==> src/rtl/serial_four_bit_fs_pkg.sv <==
// Shared definitions for the bit-serial full subtractor:
// FSM state encoding and bit-counter sizing.
package serial_four_bit_fs_pkg;

  // Controller states. The codes are fixed so that they stay readable on a logic analyser.
  typedef enum logic [1:0] {
    ST_IDLE = 2'd0,
    ST_RUN  = 2'd1,
    ST_DONE = 2'd2
  } fs_state_t;

  // The bit counter must hold the values 0..width (width+1 serial steps).
  function automatic int fs_cnt_width(input int width);
    return (width < 1) ? 1 : $clog2(width + 1);
  endfunction

endpackage

==> src/rtl/one_bit_fs.sv <==
// One-bit full subtractor: computes a - b - bin.
// This is the subtracting counterpart of one_bit_fa.
module one_bit_fs (
  input  logic a,
  input  logic b,
  input  logic bin,
  output logic d,
  output logic bout
);

  // Difference bit, and the borrow taken from the next more significant bit.
  always_comb begin
    d    = a ^ b ^ bin;
    bout = (~a & b) | (~(a ^ b) & bin);
  end

endmodule

==> src/rtl/serial_four_bit_fs.sv <==
// Bit-serial inverse of the ripple adder. It recovers A = sum - B, LSB first,
// one bit per clock, using a single full subtractor and a borrow flop.
// The start/busy/done handshake follows the upstream adder lab datapath.
module serial_four_bit_fs
  import serial_four_bit_fs_pkg::*;
#(
  parameter int WIDTH = 4,
  parameter int OUT_W = 8
) (
  input  logic             clk,
  input  logic             rst_n,
  input  logic             start,
  input  logic [OUT_W-1:0] sum_in,
  input  logic [WIDTH-1:0] b_in,
  output logic             busy,
  output logic             done,
  output logic [WIDTH-1:0] a_out,
  output logic             underflow,
  output logic             fmt_err
);

  localparam int              CNT_W    = fs_cnt_width(WIDTH);
  localparam logic [CNT_W-1:0] CNT_LAST = CNT_W'(WIDTH);

  fs_state_t        state_reg;
  logic [WIDTH:0]   s_reg;
  logic [WIDTH:0]   b_reg;
  logic [WIDTH:0]   diff_reg;
  logic             borrow_reg;
  logic [CNT_W-1:0] cnt_reg;
  logic [WIDTH-1:0] a_out_reg;
  logic             busy_reg;
  logic             done_reg;
  logic             underflow_reg;
  logic             fmt_err_reg;

  logic             d_bit;
  logic             borrow_next;
  logic [WIDTH:0]   diff_next;

  // The single subtractor cell works on the current LSBs of the operand shifters.
  one_bit_fs u_bit (
    .a    (s_reg[0]),
    .b    (b_reg[0]),
    .bin  (borrow_reg),
    .d    (d_bit),
    .bout (borrow_next)
  );

  // New difference bits enter at the MSB. After WIDTH+1 steps, the first bit
  // produced (the LSB) has reached bit 0.
  assign diff_next = {d_bit, diff_reg[WIDTH:1]};

  // Controller, datapath shifters and registered outputs.
  always_ff @(posedge clk or negedge rst_n) begin
    if (!rst_n) begin
      state_reg     <= ST_IDLE;
      s_reg         <= '0;
      b_reg         <= '0;
      diff_reg      <= '0;
      borrow_reg    <= 1'b0;
      cnt_reg       <= '0;
      a_out_reg     <= '0;
      busy_reg      <= 1'b0;
      done_reg      <= 1'b0;
      underflow_reg <= 1'b0;
      fmt_err_reg   <= 1'b0;
    end else begin
      case (state_reg)
        ST_IDLE: begin
          if (start) begin
            // Only the sum bits the adder can legally produce are subtracted.
            // Any upper bits only raise the format flag.
            s_reg         <= sum_in[WIDTH:0];
            b_reg         <= {1'b0, b_in};
            borrow_reg    <= 1'b0;
            cnt_reg       <= '0;
            fmt_err_reg   <= |sum_in[OUT_W-1:WIDTH+1];
            underflow_reg <= 1'b0;
            busy_reg      <= 1'b1;
            state_reg     <= ST_RUN;
          end
        end

        ST_RUN: begin
          s_reg      <= {1'b0, s_reg[WIDTH:1]};
          b_reg      <= {1'b0, b_reg[WIDTH:1]};
          borrow_reg <= borrow_next;
          diff_reg   <= diff_next;
          cnt_reg    <= cnt_reg + 1'b1;
          if (cnt_reg == CNT_LAST) begin
            // A final borrow means the result is negative. A set top bit means
            // the result does not fit in WIDTH bits.
            a_out_reg     <= diff_next[WIDTH-1:0];
            underflow_reg <= borrow_next | diff_next[WIDTH];
            busy_reg      <= 1'b0;
            done_reg      <= 1'b1;
            state_reg     <= ST_DONE;
          end
        end

        ST_DONE: begin
          done_reg  <= 1'b0;
          state_reg <= ST_IDLE;
        end

        default: begin
          busy_reg  <= 1'b0;
          done_reg  <= 1'b0;
          state_reg <= ST_IDLE;
        end
      endcase
    end
  end

  assign busy      = busy_reg;
  assign done      = done_reg;
  assign a_out     = a_out_reg;
  assign underflow = underflow_reg;
  assign fmt_err   = fmt_err_reg;

endmodule

==> config.mk <==
export PLATFORM = sky130hd
export DESIGN_NAME = serial_four_bit_fs
export DESIGN_NICKNAME = d
export VERILOG_FILES = /design/src/rtl/serial_four_bit_fs_pkg.sv /design/src/rtl/one_bit_fs.sv /design/src/rtl/serial_four_bit_fs.sv
export SDC_FILE = /design/constraint.sdc
export NUM_CORES = 1
export LEC_CHECK = 0
export CORE_AREA = 2 2 55 57
export DETAILED_ROUTE_END_ITERATION = 8
export DIE_AREA = 0 0 57 59
export PLACE_DENSITY = 0.8
export SYNTH_ARGS = -nofsm -noshare
export SYNTH_HDL_FRONTEND = slang
export SYNTH_SLANG_ARGS = --single-unit
==> constraint.sdc <==
create_clock -name clk -period 1.7 [get_ports clk]
set_clock_uncertainty 0.1 [all_clocks]
set_input_delay 0.17 -clock clk [delete_from_list [all_inputs] [get_ports clk]]
set_output_delay 0.17 -clock clk [all_outputs]
set_load 0.05 [all_outputs]
# Yosys cells after proc, flatten, opt, wreduce, memory -nomap -nowiden
# Index checks and enable logic that the tools add are counted.
# totals
register_bits,29
output_inout_bits,8
# classes
n_addsub,1
eq_ne,5
n_mux,18
bitwise,10
n_reduce_logical,10
# op_table
op,count
$pmux W5 S2,2
$mux W5,2
$reduce_and A2 Y1,5
$pmux W1 S2,3
$pmux W3 S2,1
$reduce_and A3 Y1,2
$mux W1,5
$mux W2,2
$ne A2 B2 Y1 const B,2
$not A1 Y1,4
$pmux W2 S2,1
$add A3 B1 Y3 const B,1
$eq A3 B3 Y1 const B,1
$mux W3,1
$pmux W1 S3,1
$reduce_or A3 Y1,1
$and A1 B1 Y1,2
$eq A2 B1 Y1 const B,1
$eq A2 B2 Y1 const B,1
$logic_not A2 Y1,1
$or A1 B1 Y1,2
$reduce_bool A2 Y1,1
$xor A1 B1 Y1,2

# Logic depth before layout (Yosys ltp)
# Gate-level depths: netlist of run 1.
# depth
depth_word,7
ltp_mapped,5

# Modules after synthesis
# Synthesis of run 1 repeated with hierarchy kept, for this count alone.
# unflattened
hier_cells,101
hier_area_um2,1174.9
# by_module_without_submodules
mod,n_inst,cells_per_inst,area_each_um2,seq_area_each_um2
serial_four_bit_fs,1,97,1143.6,675.6
one_bit_fs,1,4,31.3,0.0

# Worst setup path after synthesis of run 1
# Ideal clock, no wire load.
# synth_timing
kind,register to register
from,register b_reg[0]
to,"register underflow_reg, in the netlist underflow"
arrival_ns,1.223
required_ns,1.475
path_slack_ns,0.252
stages_incl_launch_ff,4
path_buffers,0
synth_period_minus_slack_ns,1.448
cell_sequence,dfrtp_1 > fa_1 > a21oi_1 > mux2_4
# synth_between
elab_chain_len,7
word_cells_on_any_way,9
cone_classes,mux: 2; bitwise: 7
# synth_rtl
element,line,source
"start, declared",serial_four_bit_fs.sv:27,logic [WIDTH:0] b_reg;
"start signal, assigned",serial_four_bit_fs.sv:75,"b_reg <= {1'b0, b_in};"
"start signal, assigned",serial_four_bit_fs.sv:87,"b_reg <= {1'b0, b_reg[WIDTH:1]};"
$xor A1 B1 Y1,"one_bit_fs.sv:13, one_bit_fs.sv:14",
$not A1 Y1,one_bit_fs.sv:14,bout = (~a & b) | (~(a ^ b) & bin);
$and A1 B1 Y1,one_bit_fs.sv:14,
$or A1 B1 Y1,one_bit_fs.sv:14,
$or A1 B1 Y1 *,serial_four_bit_fs.sv:95,underflow_reg <= borrow_next | diff_next[WIDTH];
$mux W1 *,serial_four_bit_fs.sv:91,if (cnt_reg == CNT_LAST) begin
$pmux W1 S2 *,serial_four_bit_fs.sv:69,case (state_reg)
"end signal, assigned",serial_four_bit_fs.sv:95,
"end, declared",serial_four_bit_fs.sv:34,logic underflow_reg;
# Every way passes the cells marked *; elsewhere a longest branch is shown, timed or not. The select of a mux whose other input is x is not followed.
# A chain may end at the register's enable or synchronous reset.

# Worst setup path in the final report of run 1
# layout_timing
from,register cnt_reg[0]
to,"register underflow_reg, in the netlist underflow"
# layout_between
elab_chain_len,3
# layout_rtl
element,line,source
"start, declared",serial_four_bit_fs.sv:30,logic [CNT_W-1:0] cnt_reg;
"start signal, assigned",serial_four_bit_fs.sv:90,cnt_reg <= cnt_reg + 1'b1;
$eq A3 B3 Y1,serial_four_bit_fs.sv:91,
$ne A2 B2 Y1 (no source line),-,
$reduce_and A3 Y1 (no source line),-,
# Every way passes these cells.

==> results of run 1 <==
cells in the final DEF, fill, tap and decap left out, drive strengths merged:
cell type,synthesis,layout
buf,6,13
a21o,1,1
nor3b,1,1
nand4b,1,1
inv,7,7
nor2,2,2
mux2,6,6
nor3,1,1
a22oi,7,7
dfrtp,27,27
fa,1,1
o21bai,1,1
ha,2,2
nand2b,2,2
a22o,2,2
nand2,22,22
clkbuf,0,4
clkdlybuf4s50,0,14
a21oi,5,5
nor2b,3,3
and2b,2,2
o21ai,13,13
o22ai,1,1
worst reg2reg max path: cells and delay by family, from the launching register on:
kind,cells,cell delay (ns)
adder cells (fa/ha/maj),1,0.21
buffers and inverters,1,0.07
flip-flops,1,0.44
multiplexers,1,0.29
AND/OR/NAND/NOR,2,0.37
per-layer routing:
| layer | routed length (microns) | track usage, % | vias to the layer above | part of all wire [%] |
|---|---|---|---|---|
| met5 | 0 | 0 | - | 0 |
| met4 | 7 | 2.99 | 0 | 0.32 |
| met3 | 87 | 2.62 | 2 | 3.9 |
| met2 | 1120 | 26.6 | 17 | 50 |
| met1 | 1000 | 18.1 | 424 | 45 |
| li1 | - | - | 428 | - |
area by class of cell:
type / instances / area [sq um] / area share, %
multi-input combinational: 73 / 503 / 33.4
tap: 31 / 38.8 / 2.57
clock buffer: 4 / 26.3 / 1.74
inverter: 7 / 26.3 / 1.74
timing repair buffer: 27 / 238 / 15.8
sequential: 27 / 676 / 44.8
kinds of logic (layout without fill, tap and decap cells):
kind of cell             after synthesis  count (layout)  synth area share [%]
AO/OA/AOI/OAI                         30              30                  14.6
adder cells (fa/ha/maj)                3               3                  3.62
buffers and inverters                 13              38                  5.53
flip-flops                            27              27                  54.3
multiplexers                           6               6                  6.94
AND/OR/NAND/NOR                       34              34                  15.0
power by group through the flow:
| stage | clock, mW | sequential, mW | combinational (mW) |
|---|---|---|---|
| 5_1_grt | 0.311 | 1.19 | 1.36 |
| 2_1_floorplan | 0 | 1.34 | 0.731 |
| 4_1_cts | 0.278 | 1.15 | 1.25 |
| 3_3_place_gp | 0 | 1.14 | 1.21 |
| 6_report | 0.270 | 1.14 | 1.24 |
| 3_5_place_dp | 0 | 1.16 | 1.25 |
Yosys cell counts (all sizes together) (3+ instances only):
| library cell | number |
|---|---|
| a21oi | 5 |
| a22oi | 7 |
| buf | 6 |
| dfrtp | 27 |
| inv | 7 |
| mux2 | 6 |
| nand2 | 22 |
| nor2b | 3 |
| o21ai | 13 |
worst max path at each step:
stage	cells past startpoint	slack, ns	to	start
after floorplan	3	0.25	underflow	b_reg[0]
after global placement	3	0.07	cnt_reg[1]	start
after detailed placement	3	0.009	cnt_reg[1]	start
after CTS	3	0.10	cnt_reg[0]	state_reg[0]
after global routing	5	0.05	underflow	cnt_reg[0]
final	5	0.12	underflow	cnt_reg[0]
==> impl_metrics.ini, run 1 <==
[cts]
cts_setup_buffers = 0
cts_hold_buf = 0
cts_buffers = 3
root_buffer = clkbuf_4
cts_sinks = 27
htreeDepth = 1
clk_pin_slew_ns = 0.14
clk_path_buf_depth = 2
cts.repair.resized = 0
clk_latency_ns = 0.31
cts_tree = yes

[final_layout]
fillers = 255
layout.cells.non_filler = 169
diodes = 0
drive_gt1_share_pct = 18.8
largest_reg_flops = 5
area_growth_pct = 21.2
final_util_pct = 55.6
finish.instance_area_sq_mm = 0.00151
nets = 157

[setup_path]
path_buf_inv = 1
crit_path_max_incr_delay_ns = 0.44
cp.required_ns = 1.82
cp-start-kind = flip-flop
critical_path_arrival_ns = 1.70
cp_cell_sequence = inv_1, ha_1, nand4b_4, nand2b_2, mux2_4
r2r_slack_ns = 0.12
cp_max_fo = 7
end_kind = flip-flop
critPathTopFamily = flip-flops
reg2reg_depth = 5
worstSetupPathType = flip-flop to flip-flop
r2r_end = underflow
reg2reg_from = cnt_reg[0]
cp_slowest_cell = dfrtp_1

[sta]
finalHoldViolCount = 0
hold_ws_ns = 0.109
finalCritPeriodShare_pct = 92.9
min_period_ns = 1.58
finalSetupTns_ns = 0
maxSlewViolCount = 0
setup_slack_ns = 0.121
rsz0062_at_grt = no
finalSetupViolations = 0
worst_pin_slew_ns = 0.429
maxSlewHeadroom_pct = 71.4
max_freq_ghz = 0.633

[power]
p_comb_share_pct = 46.7
p_switching_mw = 1.11
total_power_mw = 2.65
peakVddDrop_v = 0.00106
swShare_pct = 42.0
p_per_area_mw_per_mm2 = 1760
p_clk_share_pct = 10.2
power.leakage_nw = 0.736
seq_power_share_pct = 43.1
p_int_mw = 1.54

[detailed_routing]
drc = 0
ant_nets = 0
drt-initial-drc-count = 12
drt_first_pass_iters = 4
vias = 871
wl_per_cell_microns = 13.1
wl_microns = 2220
via_per_inst = 5.15

[status]
outcome = finished, final reports clean

[synth]
syn_avg_cell_area_sq_um = 11.0
synth_nets = 131
synth-seq-cells = 27
netlist_area_sq_mm = 0.00124
synth_top_area_share_pct = 54.3
netlist_instances = 113
synth_ff_type = dfrtp_1
ys_warn_count = 0
synth_edf_count = 0
async_reset_ff_share_pct = 100
ys_top_cells_by_area = dfrtp_1 (54%), nand2_1 (6.6%), mux2_4 (6.0%)
yosys.area.top_type = dfrtp_1
synth_cell_type_count = 24
ys_seq_area_share_pct = 54.3

[global_routing]
grt_usage_pct = 14.5
grt_start_max_net_pins = 28
grt_pass1_wl_microns = 3860
grt_pass1_vias = 901
overflow = 0
antenna_found_initial = 0

[placement]
place_congestion = 0.790
dpl-instance-area_sq_mm = 0.00148
hpwl_microns = 1660
dp_slack_ns = 0.00878
io_buffer_count = 22
placed_cells_incl_taps = 165

[floorplan]
rows = 19
die_h_microns = 59
io_pins = 23
initial_core_util_pct = 45.9
core-area_sq_mm = 0.00271
die_x_microns = 57
die_area_sq_mm = 0.00336

[worst_hold_path]
hp-class = input pin to async pin

[job]
drv_cap = 0
(Power assumes the default switching activity.)
==> run 2: changes to the inputs <==
==> constraint.sdc (replaced) <==
create_clock -name clk -period 1.7 [get_ports clk]
set_clock_uncertainty 0.1 [all_clocks]
set_input_delay 0.34 -clock clk [delete_from_list [all_inputs] [get_ports clk]]
set_output_delay 0.34 -clock clk [all_outputs]
set_load 0.05 [all_outputs]
==> run 2 against run 1 <==
Against the previous run:
- core utilization up 5.1 points
- first-iteration DRC count decreased by 8.3%
- via count up 7.5%
- critical endpoint is now a_out[0]
- combinational power increased by 20%
- register-to-register slack is essentially flat
- largest power group unchanged
- routed wire length is 6.4% higher
- die area unchanged
- global-route usage grew 1.2 points
- critical path type unchanged
==> impl_metrics.ini, run 2 (synthesis results as in run 1) <==
[status]
outcome = finished, final reports clean

[placement]
placed_cells_incl_taps = 167
hpwl_microns = 1770
place_congestion = 0.725
io_buffer_count = 22
dpl-instance-area_sq_mm = 0.00159

[sta]
rsz0062_at_grt = no
maxSlewHeadroom_pct = 70.2
hold_ws_ns = 0.264
max_freq_ghz = 0.634
worst_pin_slew_ns = 0.447
min_period_ns = 1.58
finalCritPeriodShare_pct = 92.7
maxSlewViolCount = 0
finalSetupTns_ns = 0
finalHoldViolCount = 0
finalSetupViolations = 0

[setup_path]
reg2reg_from = cnt_reg[0]
r2r_end = a_out[0]
cp_max_fo = 5
cp_slowest_cell = dfrtp_1
cp-start-kind = flip-flop
end_kind = flip-flop
critical_path_arrival_ns = 1.70
critPathTopFamily = flip-flops
cp.required_ns = 1.83
cp_cell_sequence = inv_1, ha_1, nand4b_4, buf_4, mux2_4
crit_path_max_incr_delay_ns = 0.45
r2r_slack_ns = 0.12
worstSetupPathType = flip-flop to flip-flop
path_buf_inv = 2
reg2reg_depth = 5

[global_routing]
grt_usage_pct = 15.7
grt_pass1_vias = 938
grt_pass1_wl_microns = 4040
overflow = 0
grt_start_max_net_pins = 28
antenna_found_initial = 0

[cts]
clk_pin_slew_ns = 0.14
root_buffer = clkbuf_4
cts_buffers = 3
clk_latency_ns = 0.32
clk_path_buf_depth = 2
cts_tree = yes
htreeDepth = 1
cts_sinks = 27

[detailed_routing]
vias = 936
drt_first_pass_iters = 4
drt-initial-drc-count = 11
wl_microns = 2360
ant_nets = 0
route.met2.wl_microns = 1270
via_per_inst = 5.38
wl_per_cell_microns = 13.6
drc = 0
top_layer = met4
wl_met3_microns = 96
wirelength_met1_microns = 966

[floorplan]
initial_core_util_pct = 45.9
die_x_microns = 57
core-area_sq_mm = 0.00271
rows = 19
io_pins = 23
die_h_microns = 59
die_area_sq_mm = 0.00336

[final_layout]
diodes = 0
layout.cells.non_filler = 174
nets = 162
drive_gt1_share_pct = 21.7
finish.instance_area_sq_mm = 0.00165
area_growth_pct = 32.3
layout_commonest_cell = dfrtp_1
largest_reg_flops = 5
final_cell_mix = dfrtp_1 (27), nand2_1 (22), clkdlybuf4s50_1 (14), o21ai_0 (13), buf_4 (10)

[worst_hold_path]
hp-class = input pin to async pin

[power]
power.leakage_nw = 0.795
total_power_mw = 2.94
peakVddDrop_v = 0.00122
p_per_area_mw_per_mm2 = 1790

[job]
drv_cap = 0
## run 2: cell types whose count changed in the layout (fill, tap and decap cells not counted)
cell and change:
buf_12 +8, buf_4 -3
## run 2: repair_timing
action	4_1_cts	5_1_grt
setup endpoints to repair	0	12
hold buffers	0	0
gates resized for setup	0	1
buffers inserted	0	3
## run 2: area by class of cell
type,count,area (sq um)
clock buffer,4,26.3
fill,232,1060
inverter,7,26.3
multi-input combinational,73,503
sequential,27,676
tap,31,38.8
timing repair buffer,32,375
## run 2: stage by stage
stage                     util [%]  setup slack (ns)
after floorplan                  -             0.252
after global placement        58.8           -0.0539
after detailed placement      58.8            -0.173
after CTS                     59.7            0.0793
after global routing          60.7            0.0327
final                         60.7             0.123
## run 2: routing by layer
layer	global-route usage, %	up-vias
li1	-	441
met1	18.4	467
met2	28.6	24
met3	3.06	4
met4	5.98	0
met5	0	-
## run 2: where the power goes
| part | leakage [nW] | internal, mW | switching, mW |
|---|---|---|---|
| logic | 0.442 | 0.759 | 0.729 |
| registers | 0.338 | 0.911 | 0.272 |
| clock network | 0.0150 | 0.0920 | 0.183 |
## run 2: how the worst max path moves through the flow
stage                     slack, ns  depth (start not counted)       start         end
after floorplan                0.25                          3    b_reg[0]   underflow
after global placement        -0.05                          3       start  cnt_reg[1]
after detailed placement      -0.17                          4       start  cnt_reg[0]
after CTS                      0.08                          5  cnt_reg[0]   underflow
after global routing           0.03                          5  cnt_reg[0]    a_out[3]
final                          0.12                          5  cnt_reg[0]    a_out[0]
## run 2: worst reg2reg max path: cells and delay by family, from the launching register on
| family | cells | cell delay (ns) |
|---|---|---|
| fa+ha+maj | 1 | 0.22 |
| simple gates | 1 | 0.16 |
| buf+inv | 2 | 0.27 |
| mux | 1 | 0.29 |
| flops | 1 | 0.45 |
